<file path="src/rtl/uart_tx_arbiter_pkg.sv">
// Shared constants for the UART transmit arbiter.
//   NumReqMin/NumReqMax : legal range of the requester count
//   EomByteDefault      : default end-of-message byte for the message lock
//   log2_ceil()         : index width helper (never narrower than 1 bit)
package uart_tx_arbiter_pkg;

  localparam int unsigned NumReqMin = 2;
  localparam int unsigned NumReqMax = 8;

  localparam logic [7:0] EomByteDefault = 8'h0A;

  function automatic int unsigned log2_ceil(input int unsigned n);
    return (n < 2) ? 1 : $clog2(n);
  endfunction

endpackage

</file>
<file path="src/rtl/uart_tx_arbiter_rr_arbiter.sv">
// Round-robin search over a request vector.
//   req_i : request vector, one bit per requester
//   ptr_i : index where the search starts; wraps modulo NUM_REQ
//   gnt_o : one-hot grant (all zero when no request)
//   idx_o : encoded index of the granted requester (0 when no request)
module rr_arbiter
  import uart_tx_arbiter_pkg::*;
#(
  parameter int unsigned NUM_REQ = 4,
  localparam int unsigned IdxW = log2_ceil(NUM_REQ)
) (
  input  logic [NUM_REQ-1:0] req_i,
  input  logic [IdxW-1:0]    ptr_i,
  output logic [NUM_REQ-1:0] gnt_o,
  output logic [IdxW-1:0]    idx_o
);

  logic        found;
  int unsigned j;

  always_comb begin
    gnt_o = '0;
    idx_o = '0;
    found = 1'b0;
    j     = 0;
    for (int unsigned i = 0; i < NUM_REQ; i++) begin
      j = (32'(ptr_i) + i) % NUM_REQ;
      if (!found && req_i[j]) begin
        found    = 1'b1;
        gnt_o[j] = 1'b1;
        idx_o    = IdxW'(j);
      end
    end
  end

endmodule

</file>
<file path="src/rtl/uart_tx_arbiter.sv">
// Shares one UART transmitter between NUM_REQ byte requesters through a
// single-entry holding register with round-robin arbitration.
//   clk, reset          : clock; asynchronous active-high reset
//   req_data/req_valid  : byte offered by each requester (byte i on [8i+7:8i])
//   req_ready           : one-hot accept strobe to the arbitration winner
//   tx_data/tx_valid    : holding register towards the transmitter
//   tx_ready            : transmitter takes the held byte
//   grant_id            : owner of the held byte
//   busy                : register full or message lock held
// Build option: define UART_TX_ARB_MSG_LOCK_EN to keep the grant on one
// requester from its first byte until it sends EOM_BYTE.
module uart_tx_arbiter
  import uart_tx_arbiter_pkg::*;
#(
  parameter int unsigned NUM_REQ  = 4,
  parameter logic [7:0]  EOM_BYTE = EomByteDefault,
  localparam int unsigned IdxW    = log2_ceil(NUM_REQ)
) (
  input  logic                 clk,
  input  logic                 reset,
  input  logic [8*NUM_REQ-1:0] req_data,
  input  logic [NUM_REQ-1:0]   req_valid,
  output logic [NUM_REQ-1:0]   req_ready,
  output logic [7:0]           tx_data,
  output logic                 tx_valid,
  input  logic                 tx_ready,
  output logic [IdxW-1:0]      grant_id,
  output logic                 busy
);

  if (NUM_REQ < NumReqMin || NUM_REQ > NumReqMax) begin : gen_bad_num_req
    $error("uart_tx_arbiter: NUM_REQ out of range");
  end

  logic [7:0]         data_q;
  logic [IdxW-1:0]    id_q;
  logic               full_q;
  logic [IdxW-1:0]    rr_ptr_q;

  logic [NUM_REQ-1:0] req_masked;
  logic [NUM_REQ-1:0] win_gnt;
  logic [IdxW-1:0]    win_idx;
  logic [7:0]         win_data;
  logic               accept_en;
  logic               accept;
  logic               locked;

  rr_arbiter #(
    .NUM_REQ (NUM_REQ)
  ) u_rr_arbiter (
    .req_i (req_masked),
    .ptr_i (rr_ptr_q),
    .gnt_o (win_gnt),
    .idx_o (win_idx)
  );

  // Empty, or draining this cycle: refill without a bubble.
  assign accept_en = !full_q || tx_ready;
  assign accept    = accept_en && !reset && (|req_masked);
  assign win_data  = req_data[8*win_idx +: 8];

  // Reset gating keeps req_ready low while the register is forced empty.
  assign req_ready = (accept_en && !reset) ? win_gnt : '0;

  assign tx_data  = data_q;
  assign tx_valid = full_q;
  assign grant_id = id_q;
  assign busy     = full_q || locked;

  always_ff @(posedge clk or posedge reset) begin
    if (reset) begin
      data_q   <= 8'h00;
      id_q     <= '0;
      full_q   <= 1'b0;
      rr_ptr_q <= '0;
    end else if (accept) begin
      data_q   <= win_data;
      id_q     <= win_idx;
      full_q   <= 1'b1;
      rr_ptr_q <= (win_idx == IdxW'(NUM_REQ - 1)) ? '0 : win_idx + 1'b1;
    end else if (tx_ready) begin
      full_q <= 1'b0;
    end
  end

`ifdef UART_TX_ARB_MSG_LOCK_EN
  logic            lock_q;
  logic [IdxW-1:0] lock_id_q;

  always_comb begin
    req_masked = req_valid;
    if (lock_q) begin
      req_masked = req_valid & (NUM_REQ'(1) << lock_id_q);
    end
  end

  always_ff @(posedge clk or posedge reset) begin
    if (reset) begin
      lock_q    <= 1'b0;
      lock_id_q <= '0;
    end else if (accept) begin
      // Any non-EOM byte (re)arms the lock on its sender; EOM releases it.
      lock_q    <= (win_data != EOM_BYTE);
      lock_id_q <= win_idx;
    end
  end

  assign locked = lock_q;
`else
  logic unused_eom;

  assign req_masked = req_valid;
  assign locked     = 1'b0;
  assign unused_eom = ^EOM_BYTE;
`endif

endmodule

</file>
<file path="config.mk">
export PLATFORM = sky130hd
export DESIGN_NAME = uart_tx_arbiter
export DESIGN_NICKNAME = d
export VERILOG_FILES = /design/src/rtl/uart_tx_arbiter_pkg.sv /design/src/rtl/uart_tx_arbiter_rr_arbiter.sv /design/src/rtl/uart_tx_arbiter.sv
export SDC_FILE = /design/constraint.sdc
export NUM_CORES = 1
export LEC_CHECK = 0
export BUFFER_PORTS_ARGS = -buffer_cell sky130_fd_sc_hd__buf_2
export CORE_MARGIN = 5
export CORE_UTILIZATION = 45
export CTS_BUF_LIST = sky130_fd_sc_hd__clkbuf_4 sky130_fd_sc_hd__clkbuf_8 sky130_fd_sc_hd__clkbuf_16
export DETAILED_ROUTE_END_ITERATION = 10
export PLACE_DENSITY = 0.74
export REMOVE_ABC_BUFFERS = 1
export SYNTH_ARGS = -nofsm -noshare
export SYNTH_HDL_FRONTEND = slang
export SYNTH_HIERARCHICAL = 1
export SYNTH_SLANG_ARGS = --single-unit
</file>
<file path="constraint.sdc">
create_clock -name clk -period 5.4 [get_ports clk]
set_clock_uncertainty 0.15 [all_clocks]
set_input_delay 1.08 -clock clk [delete_from_list [all_inputs] [get_ports clk]]
set_output_delay 1.08 -clock clk [all_outputs]
set_load 0.005 [all_outputs]
</file>
## Word-level counts from Yosys, hierarchy flattened

Cells that the tools add are included.
W data, S select, Z words.

- Bits in registers: 13
- Input bits: 39
- Output and inout bits: 16
- Word-level logic and storage cells: 69

- Add/subtract/negate cells: 4
- Magnitude comparators: 8
- Equal/unequal tests: 1
- Shift operators: 1
- Mux-type cells: 31
- Bitwise logic cells: 3
- Reductions and logical operators: 17

Operators by type and width:

| kind | count |
|---|---|
| $shiftx A32 B6 Y8 | 1 |
| $mux W4 | 5 |
| $mux W1 | 13 |
| $lt A2 B3 Y1 const B | 4 |
| $or A4 B4 Y4 | 3 |
| $mux W2 | 5 |
| $logic_and A1 B1 Y1 | 9 |
| $bmux W1 S2 | 4 |
| $demux W1 S2 | 4 |
| $ge A2 B1 Y1 const B | 4 |
| $logic_not A1 Y1 | 5 |
| $add A2 B1 Y2 const B | 2 |
| $add A2 B2 Y2 const B | 2 |
| $reduce_or A4 Y1 | 1 |
| $eq A2 B2 Y1 const B | 1 |
| $reduce_bool A2 Y1 | 1 |
| $logic_or A1 B1 Y1 | 1 |

## Logic depth before layout (Yosys ltp)

- Word-level depth: 14
- Mapped depth: 10
- Depth with buffers taken out: 9

## By module

Netlist, hierarchy kept.

Modules (own cells, without submodules):

| module | times used | cells an instance | area an instance (um2) | seq. area each (um2) |
|---|---|---|---|---|
| uart_tx_arbiter | 1 | 49 | 795.8 | 325.3 |
| rr_arbiter | 1 | 48 | 439.2 | 0.0 |

## Worst setup path after synthesis

Ideal clock, no wire load.

- Path kind: input-to-output
- Start: input port req_valid[1]
- End: output port req_ready[3]
- Arrival: 2204 ps
- Required time: 4170 ps
- Slack: 1966 ps
- Cell stages on the path: 5
- Buffers on the path: 0
- Cell sequence: mux4_2 nand2b_4 nor3_4 o2bb2ai_1 and2_1

- Longest elaborated chain between the ends: 13
- Elaborated cells on any way between the ends: 25
- Classes of those cells: mux (16); bitwise (3); reduce/logical (6)

RTL lines:

| what | RTL line | source |
|---|---|---|
| start, declared | uart_tx_arbiter.sv:22 | `input logic [NUM_REQ-1:0] req_valid,` |
| $bmux W1 S2 | uart_tx_arbiter_rr_arbiter.sv:28 | `if (!found && req_i[j]) begin` |
| $mux W1 (implied by the code) | uart_tx_arbiter_rr_arbiter.sv:28 |  |
| $mux W1 | uart_tx_arbiter_rr_arbiter.sv:28 |  |
| $logic_not A1 Y1 | uart_tx_arbiter_rr_arbiter.sv:28 |  |
| $logic_and A1 B1 Y1 | uart_tx_arbiter_rr_arbiter.sv:28 |  |
| $mux W1 | uart_tx_arbiter_rr_arbiter.sv:28 |  |
| $logic_not A1 Y1 | uart_tx_arbiter_rr_arbiter.sv:28 |  |
| $logic_and A1 B1 Y1 | uart_tx_arbiter_rr_arbiter.sv:28 |  |
| $mux W1 | uart_tx_arbiter_rr_arbiter.sv:28 |  |
| $logic_not A1 Y1 | uart_tx_arbiter_rr_arbiter.sv:28 |  |
| $logic_and A1 B1 Y1 | uart_tx_arbiter_rr_arbiter.sv:28 |  |
| $mux W4 * | uart_tx_arbiter_rr_arbiter.sv:28 |  |
| via win_gnt[3] | uart_tx_arbiter.sv:41 | `logic [NUM_REQ-1:0] win_gnt;` |
| $mux W4 * | uart_tx_arbiter.sv:63 | `assign req_ready = (accept_en && !reset) ? win_gnt : '0;` |
| end, declared | uart_tx_arbiter.sv:23 | `output logic [NUM_REQ-1:0] req_ready,` |

Mark *: on every way through the listed nets, which the timed path passes. The rest lies on a longest branch. The select of a mux whose other input is x is not followed.

## Worst setup path after layout

- Start: register rr_ptr_q[0]
- End: output port req_ready[3]

- Longest elaborated chain between the ends: 13
- Elaborated cells on any way between the ends: 48
- Classes of those cells: add/sub (3); order compare (8); mux (24); bitwise (3); reduce/logical (10)

RTL lines:

| what | RTL line | source |
|---|---|---|
| start, declared | uart_tx_arbiter.sv:38 | `logic [IdxW-1:0] rr_ptr_q;` |
| start signal, assigned | uart_tx_arbiter.sv:80 | `rr_ptr_q <= (win_idx == IdxW'(NUM_REQ - 1)) ? '0 : win_idx + 1'b1;` |
| branches (longest 11 deep; another with $lt A2 B3 Y1) | -- |  |
| $mux W4 * | uart_tx_arbiter_rr_arbiter.sv:28 |  |
| via win_gnt[3] | uart_tx_arbiter.sv:41 |  |
| $mux W4 * | uart_tx_arbiter.sv:63 |  |

Mark *: on every way through the listed nets, which the timed path passes. The select of a mux whose other input is x is not followed.

==> impl_metrics.toml <==
[placed_design]
dpl.cell_count = 177
gp_congestion = 0.8567
io_buffers = 54
dpl.hpwl_mm = 2.331
dpl-instance-area_mm2 = 0.001506

[detailed_routing]
via_count = 1019
ant_nets = 0
drtIter0Drc = 22
drc = 0
via_per_inst = 5.630
wl_per_cell_um = 15.49
wirelength_mm = 2.803
dr.pass1.iters = 4

[power_and_ir_drop]
total_power_w = 0.0009680
p_per_area_mw_per_mm2 = 630.0
p_int_w = 0.0005746
vdd_ir_drop_max_v = 0.0003615
switching_share = 0.4063
leakage_nw = 0.7271
power_frac_clock = 0.066
power.share.sequential = 0.204
switching_power_w = 0.0003933
comb_power_share = 0.730

[finish]
finish.instance_area_mm2 = 0.001536
most-common-layout-cells = "buf_2 (54), dfrtp_1 (13), mux4_2 (12)"
layout.nets = 196
n_antenna_cell = 0
final_common_cell = "buf_2"
fin_cells = 181
drive_gt1_frac = 0.6133
syn_to_final_growth_pct = 24.42

[timing]
fin_crit_ns = 3.975
finalMaxSlewViolations = 0
worst_pin_slew_ns = 1.154
hold_viol_final = 0
max_freq_mhz = 251.6
setup_violations = 0
post-route-period-util = 0.7360
tns_ns = 0
slew_headroom = 0.2264
rsz0062_at_grt = "no"

[global_routing]
gr-total-overflow = 0
grt_max_degree = 14
grt_pass1_wl_mm = 4.933
track_usage = 0.1530
grt_pass1_vias = 1051
grt_antenna_before_repair = 0

[critical_path]
crit_chain = "inv_1, ha_1, mux4_2, a221oi_1, o2bb2ai_1, and2_1, buf_2"
slowest_delay_ns = 0.66
start_kind = "flop"
crit_fanout = 13
cp.arrival_ns = 2.74
slowest_stage = "dfrtp_1"
path_class = "reg2out"
end_kind = "primary output"
required_ns = 4.17
cp_top_family = "flip-flops"
path_buf_inv = 2

[synthesis]
synth-simple-area-share = 0.1550
synth_cell_types = 32
seq_area_frac_synth = 0.2634
synth_top_family_by_area = "multiplexers"
synth-compound-area-share = 0.09828
ys_ff_latch = 13
yosysWarnings = 6
syn_inst = 97
synthMuxAreaShare = 0.3698
synth_area_mm2 = 0.001235
synth-xor-area-share = 0
syn_area_per_cell_um2 = 12.73
synth_fa_ha_area_frac = 0.06079

[die]
ios = 55
die_h_um = 62.39
num_rows = 19
start_util = 0.4597
die_x_um = 62.39
die_area_mm2 = 0.003892
core_mm2 = 0.002686

[cts]
cts.repair.resized = 0
htree_num_levels = 1
cts_tree = "yes"
clock_sinks = 13
post_cts_buffers = 0
cts_made_buffers = 3
cts_root_buffer = "clkbuf_4"
clk_pin_slew_ns = 0.07
hold_buffers = 0
cts_max_path_buffers = 2
clock_latency_ns = 0.27

[flow_run]
cap_violations = 0

[min_path]
hp-class = "reg2reg"

[run_status]
status = "complete, no violations"
-- cell usage after synthesis --
library cell | n | share of area
or2_2 | 1 | 0.0051
mux2_2 | 4 | 0.036
clkbuf_1 | 1 | 0.0030
mux4_2 | 12 | 0.22
nor2b_1 | 4 | 0.020
mux2_4 | 8 | 0.097
mux2_1 | 1 | 0.0091
nor2_1 | 5 | 0.015
a221oi_1 | 4 | 0.028
o2bb2ai_1 | 5 | 0.035
ha_1 | 6 | 0.061
o211ai_1 | 1 | 0.0061
and2_1 | 4 | 0.020
a211oi_1 | 1 | 0.0061
o21ai_1 | 1 | 0.0040
nor2b_4 | 2 | 0.022
o31ai_1 | 1 | 0.0061
dfrtp_1 | 13 | 0.26
nand3_1 | 1 | 0.0040
nor4_2 | 1 | 0.010
buf_4 | 1 | 0.0061
a221oi_2 | 1 | 0.012
nor3_1 | 1 | 0.0040
mux2i_1 | 1 | 0.0081
inv_1 | 4 | 0.012
nor3_4 | 1 | 0.013
nand2b_4 | 1 | 0.011
nand2_1 | 5 | 0.015
nor3_2 | 1 | 0.0081
nand3b_1 | 1 | 0.0061
buf_6 | 3 | 0.027
buf_2 | 1 | 0.0040
-- metrics by stage --
step | hold WS (ns) | utilization | worst slack [ns]
3_3_place_gp | 0.3366 | 0.5608 | 1.632
4_1_cts | 0.3647 | 0.5720 | 1.423
6_report | 0.3590 | 0.5720 | 1.425
2_1_floorplan | 0.3555 | - | 1.267
5_1_grt | 0.3859 | 0.5720 | 1.206
3_5_place_dp | 0.3446 | 0.5608 | 1.559
-- power groups by stage --
stage	clock network [W]	registers (W)	logic (W)
floorplan	0	0.000194	0.000537
global placement	0	0.000198	0.000685
detailed placement	0	0.000198	0.000712
CTS	0.0000685	0.000198	0.000712
global route	0.0000748	0.000209	0.000783
finish	0.0000644	0.000197	0.000706
-- final timing paths --
path                                  start      endpoint  slack, ns  depth (start not counted)
worst max register to register  rr_ptr_q[0]    tx_data[3]       1.69                          8
worst min register to register   tx_data[3]    tx_data[3]       0.36                          1
worst max-delay path            rr_ptr_q[0]  req_ready[3]       1.43                          7
max in group asynchronous             reset    tx_data[5]       4.08                          2
min in group asynchronous             reset   grant_id[0]       0.69                          2
worst min-delay path             tx_data[3]    tx_data[3]       0.36                          1
-- layer usage --
metal | vias to the layer above | track usage | share of wire
met5 | - | 0 | 0
li1 | 486 | - | -
met2 | 33 | 0.2617 | 0.53
met3 | 2 | 0.05036 | 0.064
met1 | 498 | 0.1872 | 0.40
met4 | 0 | 0.03183 | 0.0068
-- logic make-up after synthesis --
group	count (synthesis)
compound gates	14
fa+ha+maj	6
flops	13
buf+inv	10
mux	26
simple gates	28
-- registers in the layout, summed over array words and instances (netlist names) --
signal,count
rr_ptr_q,2
tx_data,8
busy,1
grant_id,2
-- cell type report --
| cell class | instances | area, µm² |
|---|---|---|
| flip-flops and latches | 13 | 325.3 |
| multi-input cells | 74 | 849.6 |
| well taps | 31 | 38.79 |
| inverters | 4 | 15.01 |
| repair buffers | 55 | 277.8 |
| fillers | 257 | 1150 |
| clock buffers | 4 | 30.03 |
No activity file was read; power rests on OpenSTA's default activity.
